**config.mk**
```make
export PLATFORM = sky130hd
export DESIGN_NAME = multicycle_control_unit_flat
export DESIGN_NICKNAME = d
export VERILOG_FILES = /design/src/rtl/multicycle_control_unit_if.sv /design/src/rtl/multicycle_control_unit.sv /design/src/flat_wrapper.sv
export SDC_FILE = /design/constraint.sdc
export NUM_CORES = 1
export LEC_CHECK = 0
export BUFFER_PORTS_ARGS = -buffer_cell sky130_fd_sc_hd__buf_4
export CORE_UTILIZATION = 50
export DETAILED_ROUTE_END_ITERATION = 8
export PLACE_DENSITY = 0.78
export SYNTH_ARGS = -nofsm -noshare
export SYNTH_HDL_FRONTEND = slang
export SYNTH_SLANG_ARGS = --single-unit
```
**constraint.sdc**
```tcl
create_clock -name clk -period 5.4 [get_ports clk]
set_input_delay 0.54 -clock clk [delete_from_list [all_inputs] [get_ports clk]]
set_output_delay 0.54 -clock clk [all_outputs]
set_load 0.02 [all_outputs]
```
**src/rtl/multicycle_control_unit_if.sv**
```systemverilog
// Control-unit bundle: IR opcode / ALU flag / memory handshake in, datapath controls out.
interface multicycle_control_unit_if #(
  parameter int unsigned RETIRE_W = 32
);
  logic [6:0]          opcode;
  logic                zero;
  logic                mem_ready;
  logic                pc_write;
  logic                ir_write;
  logic                adr_src;
  logic                mem_read;
  logic                mem_write;
  logic                reg_write;
  logic [1:0]          result_src;
  logic [1:0]          alu_src_a;
  logic [1:0]          alu_src_b;
  logic [1:0]          alu_op;
  logic                illegal;
  logic [RETIRE_W-1:0] retired;
  logic [3:0]          state;

  // Control unit side
  modport master (
    input  opcode, zero, mem_ready,
    output pc_write, ir_write, adr_src, mem_read, mem_write, reg_write,
    output result_src, alu_src_a, alu_src_b, alu_op, illegal, retired, state
  );

  // Datapath side
  modport slave (
    output opcode, zero, mem_ready,
    input  pc_write, ir_write, adr_src, mem_read, mem_write, reg_write,
    input  result_src, alu_src_a, alu_src_b, alu_op, illegal, retired, state
  );
endinterface

```
**src/rtl/multicycle_control_unit.sv**
```systemverilog
// Moore control FSM for the shared-memory multi-cycle RISC-V datapath, with a
// retired-instruction counter. Controls are combinational decodes of the state.
module multicycle_control_unit #(
  parameter bit          ENABLE_IMM_ALU = 1'b1,
  parameter bit          ENABLE_JAL     = 1'b1,
  parameter int unsigned RETIRE_W       = 32
) (
  input  logic                       clk,
  input  logic                       rst_n,
  multicycle_control_unit_if.master  bus
);

  typedef enum logic [3:0] {
    StFetch  = 4'd0,
    StDecode = 4'd1,
    StMemAdr = 4'd2,
    StMemRd  = 4'd3,
    StMemWb  = 4'd4,
    StMemWr  = 4'd5,
    StExecR  = 4'd6,
    StAluWb  = 4'd7,
    StExecI  = 4'd8,
    StJal    = 4'd9,
    StBeq    = 4'd10
  } state_e;

  localparam logic [6:0] OpLoad   = 7'b0000011;
  localparam logic [6:0] OpStore  = 7'b0100011;
  localparam logic [6:0] OpR      = 7'b0110011;
  localparam logic [6:0] OpBranch = 7'b1100011;
  localparam logic [6:0] OpImm    = 7'b0010011;
  localparam logic [6:0] OpJal    = 7'b1101111;

  state_e              state_q, state_d;
  logic [RETIRE_W-1:0] retired_q, retired_d;
  logic                retire;
  logic                legal;

  // Opcode legality under the enabled instruction classes
  always_comb begin
    legal = (bus.opcode == OpLoad) || (bus.opcode == OpStore) ||
            (bus.opcode == OpR)    || (bus.opcode == OpBranch) ||
            (ENABLE_IMM_ALU && (bus.opcode == OpImm)) ||
            (ENABLE_JAL && (bus.opcode == OpJal));
  end

  // Next-state logic; retire flags completion of an instruction on its way back to FETCH
  always_comb begin
    state_d = state_q;
    retire  = 1'b0;
    case (state_q)
      StFetch:  if (bus.mem_ready) state_d = StDecode;
      StDecode: begin
        case (bus.opcode)
          OpLoad, OpStore: state_d = StMemAdr;
          OpR:             state_d = StExecR;
          OpBranch:        state_d = StBeq;
          OpImm:           state_d = ENABLE_IMM_ALU ? StExecI : StFetch;
          OpJal:           state_d = ENABLE_JAL ? StJal : StFetch;
          default:         state_d = StFetch;
        endcase
      end
      StMemAdr: state_d = (bus.opcode == OpLoad) ? StMemRd : StMemWr;
      StMemRd:  if (bus.mem_ready) state_d = StMemWb;
      StMemWb: begin
        state_d = StFetch;
        retire  = 1'b1;
      end
      StMemWr: begin
        if (bus.mem_ready) begin
          state_d = StFetch;
          retire  = 1'b1;
        end
      end
      StExecR, StExecI, StJal: state_d = StAluWb;
      StAluWb, StBeq: begin
        state_d = StFetch;
        retire  = 1'b1;
      end
      default:  state_d = StFetch;
    endcase
    retired_d = retire ? retired_q + {{(RETIRE_W-1){1'b0}}, 1'b1} : retired_q;
  end

  // State and retired counter
  always_ff @(posedge clk or negedge rst_n) begin
    if (!rst_n) begin
      state_q   <= StFetch;
      retired_q <= '0;
    end else begin
      state_q   <= state_d;
      retired_q <= retired_d;
    end
  end

  // Datapath control decode; strobes are held low while in reset
  always_comb begin
    bus.pc_write   = 1'b0;
    bus.ir_write   = 1'b0;
    bus.adr_src    = 1'b0;
    bus.mem_read   = 1'b0;
    bus.mem_write  = 1'b0;
    bus.reg_write  = 1'b0;
    bus.result_src = 2'b00;
    bus.alu_src_a  = 2'b00;
    bus.alu_src_b  = 2'b00;
    bus.alu_op     = 2'b00;
    bus.illegal    = 1'b0;
    case (state_q)
      StFetch: begin
        bus.mem_read   = 1'b1;
        bus.alu_src_b  = 2'b10;
        bus.result_src = 2'b10;
        bus.ir_write   = bus.mem_ready;
        bus.pc_write   = bus.mem_ready;
      end
      StDecode: begin
        bus.alu_src_a = 2'b01;
        bus.alu_src_b = 2'b01;
        bus.illegal   = !legal;
      end
      StMemAdr: begin
        bus.alu_src_a = 2'b10;
        bus.alu_src_b = 2'b01;
      end
      StMemRd: begin
        bus.adr_src  = 1'b1;
        bus.mem_read = 1'b1;
      end
      StMemWb: begin
        bus.result_src = 2'b01;
        bus.reg_write  = 1'b1;
      end
      StMemWr: begin
        bus.adr_src   = 1'b1;
        bus.mem_write = 1'b1;
      end
      StExecR: begin
        bus.alu_src_a = 2'b10;
        bus.alu_op    = 2'b10;
      end
      StExecI: begin
        bus.alu_src_a = 2'b10;
        bus.alu_src_b = 2'b01;
        bus.alu_op    = 2'b10;
      end
      StAluWb:  bus.reg_write = 1'b1;
      StJal: begin
        bus.alu_src_a = 2'b01;
        bus.alu_src_b = 2'b10;
        bus.pc_write  = 1'b1;
      end
      StBeq: begin
        bus.alu_src_a = 2'b10;
        bus.alu_op    = 2'b01;
        bus.pc_write  = bus.zero;
      end
      default: ;
    endcase
    if (!rst_n) begin
      bus.pc_write  = 1'b0;
      bus.ir_write  = 1'b0;
      bus.mem_read  = 1'b0;
      bus.mem_write = 1'b0;
      bus.reg_write = 1'b0;
      bus.illegal   = 1'b0;
    end
    bus.retired = retired_q;
    bus.state   = state_q;
  end

endmodule
```
**src/flat_wrapper.sv**
```systemverilog
// flat-port wrapper written by rule: the top's interface ports become plain ports
module multicycle_control_unit_flat 
#(
  parameter bit          ENABLE_IMM_ALU = 1'b1,
  parameter bit          ENABLE_JAL     = 1'b1,
  parameter int unsigned RETIRE_W       = 32
)
  (clk, rst_n, bus_opcode, bus_zero, bus_mem_ready, bus_pc_write, bus_ir_write, bus_adr_src, bus_mem_read, bus_mem_write, bus_reg_write, bus_result_src, bus_alu_src_a, bus_alu_src_b, bus_alu_op, bus_illegal, bus_retired, bus_state);
  multicycle_control_unit_if #(.RETIRE_W(RETIRE_W)) bus_i ();
  input  logic clk;
  input  logic rst_n;
  input wire logic [$bits(bus_i.opcode)-1:0] bus_opcode;
  input wire logic [$bits(bus_i.zero)-1:0] bus_zero;
  input wire logic [$bits(bus_i.mem_ready)-1:0] bus_mem_ready;
  output wire logic [$bits(bus_i.pc_write)-1:0] bus_pc_write;
  output wire logic [$bits(bus_i.ir_write)-1:0] bus_ir_write;
  output wire logic [$bits(bus_i.adr_src)-1:0] bus_adr_src;
  output wire logic [$bits(bus_i.mem_read)-1:0] bus_mem_read;
  output wire logic [$bits(bus_i.mem_write)-1:0] bus_mem_write;
  output wire logic [$bits(bus_i.reg_write)-1:0] bus_reg_write;
  output wire logic [$bits(bus_i.result_src)-1:0] bus_result_src;
  output wire logic [$bits(bus_i.alu_src_a)-1:0] bus_alu_src_a;
  output wire logic [$bits(bus_i.alu_src_b)-1:0] bus_alu_src_b;
  output wire logic [$bits(bus_i.alu_op)-1:0] bus_alu_op;
  output wire logic [$bits(bus_i.illegal)-1:0] bus_illegal;
  output wire logic [$bits(bus_i.retired)-1:0] bus_retired;
  output wire logic [$bits(bus_i.state)-1:0] bus_state;
  assign bus_i.opcode = bus_opcode;
  assign bus_i.zero = bus_zero;
  assign bus_i.mem_ready = bus_mem_ready;
  assign bus_pc_write = bus_i.pc_write;
  assign bus_ir_write = bus_i.ir_write;
  assign bus_adr_src = bus_i.adr_src;
  assign bus_mem_read = bus_i.mem_read;
  assign bus_mem_write = bus_i.mem_write;
  assign bus_reg_write = bus_i.reg_write;
  assign bus_result_src = bus_i.result_src;
  assign bus_alu_src_a = bus_i.alu_src_a;
  assign bus_alu_src_b = bus_i.alu_src_b;
  assign bus_alu_op = bus_i.alu_op;
  assign bus_illegal = bus_i.illegal;
  assign bus_retired = bus_i.retired;
  assign bus_state = bus_i.state;
  multicycle_control_unit #(.ENABLE_IMM_ALU(ENABLE_IMM_ALU), .ENABLE_JAL(ENABLE_JAL), .RETIRE_W(RETIRE_W)) u_core (.clk(clk), .rst_n(rst_n), .bus(bus_i));
endmodule
```
==> results.md, run 1 <==
- Synth top area share: a little over two fifths
- CTS Buffer Depth: 2
- Max-slew violations: 0
- Pin count of the biggest net entering global routing: 39
- Cell Area, Placed: 2560 um2
- Worst Path Max Fanout: 19
- Io pins: 62
- Multi-input gate area: 1090 um2
- Vias per inst: 5.378
- Leakage: 1.286 nW
- Ant diodes: 0
- Post-CTS Hold Buffers: 0
- Synth warn: 0
- Share of cells above drive strength 1: 28.11%
- Gate Count Post-Synth: 220
- Initial antenna violation count: 0
- CTS buffer count: 5
- Hold_ws: 0.1998 ns
- Synth top area cells: dfrtp_1 (43%), xor2_1 (7.2%), xnor2_1 (6.3%)
- VDD IR max: 0.2178 mV
- Most numerous cell in the Yosys netlist: dfrtp_1
- Fin util: approximately 66%
- Status: completed
- Post-synth cell types: 47
- Setup violations, final: 0
- Max_cap viols: 0
- Final antenna-violating net count: 0
- Slew HR: between 50% and 60%
- Critical path class: reg2out
- Seq cells post-synth: 36
- Highest Clock Rate: 0.3958 GHz
- Sum Neg Setup Slack: 0 ns
- Number of placement rows: 23
- Final hold violations: 0
- Post-detail-place hpwl: 3207 um
- Required @ worst endpoint: between 4 and 5 ns
- Root Driver: clkbuf_8
- Type of the tightest min-delay check: in2async
- Power per Cell Area: 247.2 nW/um2
- RSZ-0062 raised after global routing: false
- Fin area: 2654 um2
- Signal arrival time at the worst endpoint: 1.99 ns
- Async S/R FF share, synth: 100.0%
- Routability cong.: 0.8307
- FILL cells: ~320
- Per-cell routed wire length: 13.49 um
- Initial Util: 51.89%
- CTS tree: yes
- H-Tree Depth: 2
- Post-CTS resize count: 0
- Final worst-path cycle share: 46.79%
- Die Height: 66.43 um
- Startpoint Class: register
- Measured slew at the worst slew-check pin: 0.6523 ns
- Area of the mapped netlist: 2076 um2
- Tot GR Track Use: 22.10%
- I/O Buffers: 61
- Top_reg_cell synth: dfrtp_1
- Post-CTS Repair Setup Buffers: 0
- Total global routing overflow: 0
- DR DRC count: 0
- DIE AREA: 4413 um2
- Drt first pass iters: 4
- Initial DRC Count: 114
- Vias in the first global route: 1641
- Register area: around 900 um2
- Vias: 1780
- Final Skew: 0.008458 ns
- Worst setup EP type: primary output
- Clk slew on worst S/H paths: 0.07 ns
- Largest area contributor in the netlist: dfrtp_1
- Final Critical Period: 2.527 ns
- Post-Syn Area per Cell: 9.435 um2
- Worst-Skew Late Latency: about 0.28 ns
- Global-route wire length before repair: approximately 7400 um
- Register area share after synthesis: 43.40%
- Die width: 66.43 um
- Core Area: 4000 um2
- Drt total wl: 4466 um
- Area grow syn2layout: 27.85%
- Final Net Count: between 200 and 300
- Number of flops mapped to enable cells by yosys: 0
- Most frequent cells after synthesis: dfrtp_1 (36), nor2_1 (22), nor3_1 (18)
- Clock Sinks: 36
- Synth Net Count: about 230
-- power by group --
part / switching, W / internal, W
sequential: 0.0000249 / 0.000283
clock: 0.0000935 / 0.000104
combinational: 0.0000856 / 0.0000655
total: 0.000204 / 0.000452
-- worst max-delay path, stage by stage, from the launching register on --
cell and delay [ns]:
dfrtp_1 0.68, nand2b_1 0.22, or3_1 0.43, nor3b_1 0.21, buf_4 0.17
-- final timing paths --
path | to | startpoint | cells after the start | slack, ns
worst max-delay path | bus_illegal | u_core.bus.state[0] | 4 | 2.87
worst min-delay path | u_core.bus.retired[26] | rst_n | 1 | 0.20
worst max register to register | u_core.bus.retired[31] | u_core.bus.state[2] | 5 | 3.25
worst min register to register | u_core.bus.retired[31] | u_core.bus.retired[31] | 1 | 0.47
max in group asynchronous | u_core.bus.retired[0] | rst_n | 1 | 4.86
min in group clk | u_core.bus.retired[31] | u_core.bus.retired[31] | 1 | 0.47
-- cell families (layout without fill, tap and decap cells) --
logic type	after synthesis	count (layout)	synth area share (%)
and+or+nand+nor	100	100	26.04
adders and majority gates	2	2	1.085
muxes	2	2	1.085
xor gates and xnor gates	32	32	13.50
AOI/OAI and AO/OA	27	27	10.79
buffers and inverters	21	82	4.098
DFF	36	36	43.40
-- layer usage --
layer / share of wire [%] / vias up / GRT usage (%)
met5: 0 / - / 0
met3: 4.4 / 5 / 5.345
met4: 1.2 / 0 / 6.383
li1: - / 882 / -
met2: 47 / 42 / 34.18
met1: 47 / 851 / 30.53
-- per-stage QoR --
| step | std cells | setup slack (ns) | power (W) |
|---|---|---|---|
| floorplan | 220 | 3.089 | 0.0004016 |
| detailed placement | 323 | 2.989 | 0.0004651 |
| global placement | 323 | 3.022 | 0.0004627 |
| CTS | 331 | 2.883 | 0.0006623 |
| finish | 331 | 2.873 | 0.0006561 |
| global route | 331 | 2.639 | 0.0006867 |
-- state kept, by name, summed over array words and instances (netlist names) --
| name | count |
|---|---|
| u_core.bus.retired | 32 |
| u_core.bus.state | 4 |
-- final cells by class --
type / instances / share of cell area (%)
multi-input cells: 163 / 41.07
flip-flops and latches: 36 / 33.95
repair buffers: 61 / 17.26
clock buffers: 7 / 3.253
well taps: 50 / 2.357
inverters: 13 / 1.839
clock inverters: 1 / 0.2829
-- cell usage in the layout (no fill, tap or decap), types with 2 or more instances in the layout --
master,Yosys,routed
nor2_1,22,22
xor2_1,17,17
and3_1,6,6
inv_1,12,12
nand4_1,6,6
nand2_1,15,15
nor3b_1,2,2
nand2b_1,2,2
clkbuf_8,0,6
a21oi_1,7,7
o21ai_1,2,2
nor4_2,2,2
mux2_2,2,2
o21ai_0,4,4
buf_4,0,61
or3_1,4,4
nor3_1,18,18
and2_1,3,3
xnor2_1,15,15
o2111ai_4,2,2
nor2b_1,3,3
nand3_1,9,9
dfrtp_1,36,36
No activity file was read; power rests on OpenSTA's default activity.
==> run 2, diff against run 1 <==
--- a/config.mk
+++ b/config.mk
@@ -6,9 +6,9 @@
 export NUM_CORES = 1
 export LEC_CHECK = 0
 export BUFFER_PORTS_ARGS = -buffer_cell sky130_fd_sc_hd__buf_4
-export CORE_UTILIZATION = 50
+export CORE_UTILIZATION = 46
 export DETAILED_ROUTE_END_ITERATION = 8
-export PLACE_DENSITY = 0.78
+export PLACE_DENSITY = 0.75
 export SYNTH_ARGS = -nofsm -noshare
 export SYNTH_HDL_FRONTEND = slang
 export SYNTH_SLANG_ARGS = --single-unit
==> constraint.sdc (replaced) <==
create_clock -name clk -period 2.1 [get_ports clk]
set_input_delay 0.21 -clock clk [delete_from_list [all_inputs] [get_ports clk]]
set_output_delay 0.21 -clock clk [all_outputs]
set_load 0.02 [all_outputs]
==> results.md, run 2 (synthesis results as in run 1) <==
- Final Critical Period: 1.904 ns
- Psw: 0.0005146 W
- Vias in the first global route: ~1700
- Vias per inst: 5.392
- Pin count of the biggest net entering global routing: 38
- CTS Buffer Depth: 2
- Worst setup EP type: primary output
- Global-route wire length before repair: 7866 um
- Final worst-path cycle share: 90.69%
- Max incr delay on CP: 0.45 ns
- Worst Path Max Fanout: 8
- Share of cells above drive strength 1: a little under a third
- Clock Sinks: 36
- Crit path launch: u_core.bus.state[1]
- Drt first pass iters: 4
- Sequential power share: 46.1%
- Flip-flop count of the largest register after layout: 32
- Slew HR: 69.68%
- Worst-Skew Late Latency: 0.28 ns
- Initial DRC Count: 165
- Status: completed
- Highest Clock Rate: 0.5251 GHz
- Routability cong.: 0.8660
- Root Driver: clkbuf_8
- Sum Neg Setup Slack: 0 ns
- CTS tree: yes
- Cell count along the critical path: 7
- Max-slew violations: 0
- Commonest cells after routing, fill and taps aside: buf_4 (69), dfrtp_1 (35), nor2_1 (22), nor3_1 (18), xor2_1 (17)
- Initial antenna violation count: 0
- Setup violations, final: 0
- FILL cells: 356
- Type of the tightest min-delay check: in2reg
- Final Skew: ~0.0028 ns
- Number of placement rows: 24
- CP max stage cell: dfrtp_1
- Internal power: about 0.0012 W
- Initial Util: a little under half
- Most common cell after layout, fill and taps aside: buf_4
- Startpoint Class: register
- Logic pwr share: 25.0%
- Tot GR Track Use: 20.60%
- Power per Cell Area: a little over 600 nW/um2
- Die Height: 69.18 um
- Fin area: ~2700 um2
- R2R cell count: 5
- Signal arrival time at the worst endpoint: 1.69 ns
- Drt total wl: 4718 um
- Critical path class: reg2out
- Max_cap viols: 0
- Area grow syn2layout: 31.22%
- Worst reg2reg setup slack: about 0.24 ns
- Launching point of the worst reg2reg path: u_core.bus.state[3]
- Die width: 69.18 um
- Required @ worst endpoint: 1.89 ns
- RSZ-0062 raised after global routing: false
- Cell Area, Placed: about 2600 um2
- Critical path buffers and inverters: 2
- Post-detail-place hpwl: 3435 um
- Switching Fraction: 30.39%
- Clock network power share: roughly 29%
- Io pins: 62
- Clk slew on worst S/H paths: 0.06 ns
- Final antenna-violating net count: 0
- DP Worst Slack: 0.1776 ns
- DR DRC count: 0
- Vias: 1844
- Critical Path End: bus_pc_write
- Final hold violations: 0
- Measured slew at the worst slew-check pin: about 0.45 ns
- Crit-path leading delay family: flip-flops
- Final Net Count: roughly 300
- Ant diodes: 0
- Per-cell routed wire length: 13.80 um
- I/O Buffers: a little over 60
- Setup ws final: 0.1956 ns
- H-Tree Depth: 2
- Worst path cell trace: buf_4 -> nor2_1 -> nand2_1 -> a21oi_1 -> a21oi_1 -> nor3_1 -> buf_4
- Core Area: around 4400 um2
- Total global routing overflow: 0
- CTS buffer count: 5
- Leakage: about 1.3 nW
- DIE AREA: 4785 um2
- VDD IR max: 0.5201 mV
- RR Endpoint: u_core.bus.retired[31]
[run 2: changes by cell type in the layout (fill, tap and decap cells not counted), sizes merged]
cell | previous run | this run
buf | 61 | 69
clkbuf | 7 | 8
clkinvlp | 1 | 0
dlygate4sd3 | 0 | 1
[run 2: layout make-up]
class	instances	area, um2	area share (%)
timing repair buffer	70	528.0	19.38
sequential	36	902.1	33.12
clock buffer	8	90.09	3.307
multi-input combinational	163	1090	40.01
inverter	13	48.80	1.791
tap	52	65.06	2.389
[run 2: power groups by stage]
stage,Sequential (W),Clock [W],Combinational [W]
floorplan,0.000817,0,0.000216
global placement,0.000789,0,0.000421
detailed placement,0.000791,0,0.000421
CTS,0.000780,0.000508,0.000429
global route,0.000788,0.000545,0.000459
finish,0.000781,0.000489,0.000424
[run 2: worst min path at each step]
stage                        from  cells after the start  slack, ns                endpoint
global placement            rst_n                      2       0.30  u_core.bus.retired[26]
floorplan                   rst_n                      0      -0.09   u_core.bus.retired[0]
detailed placement          rst_n                      2       0.30  u_core.bus.retired[27]
global route        bus_opcode[0]                      3       0.25     u_core.bus.state[3]
CTS                 bus_opcode[0]                      3       0.22     u_core.bus.state[3]
finish              bus_opcode[0]                      3       0.22     u_core.bus.state[3]
[run 2: timing repair]
action / in CTS / in global routing
hold endpoints to repair: 36 / 0
setup endpoints to repair: 0 / 2
buffers inserted: 0 / 2
hold buffers: 1 / 0
gates resized for setup: 0 / 1
[run 2: routing by layer]
layer / vias up / wire length, um / part of all wire [%] / global-route usage (%)
met3: 6 / 280 / 5.9 / 5.814
met5: - / 0 / 0 / 0
met4: 0 / 34 / 0.72 / 4.082
met1: 873 / 2073 / 44 / 27.96
met2: 60 / 2329 / 49 / 33.12
li1: 905 / - / - / -
[run 2: through the flow]
| step | cells | hold WS (ns) | power [W] | utilization (%) |
|---|---|---|---|---|
| 4_1_cts | 340 | 0.2183 | 0.001717 | 62.18 |
| 5_1_grt | 342 | 0.2490 | 0.001792 | 62.56 |
| 2_1_floorplan | 220 | -0.08559 | 0.001033 | - |
| 6_report | 342 | 0.2233 | 0.001693 | 62.56 |
| 3_5_place_dp | 331 | 0.3026 | 0.001213 | 59.89 |
| 3_3_place_gp | 331 | 0.3012 | 0.001210 | 59.89 |
[run 2: worst register-to-register path, delay by kind of cell (launching register included)]
| family | cells | cell delay [ns] |
|---|---|---|
| AOI/OAI and AO/OA | 2 | 0.51 |
| DFF | 1 | 0.51 |
| and+or+nand+nor | 2 | 0.61 |
| xor gates and xnor gates | 1 | 0.16 |
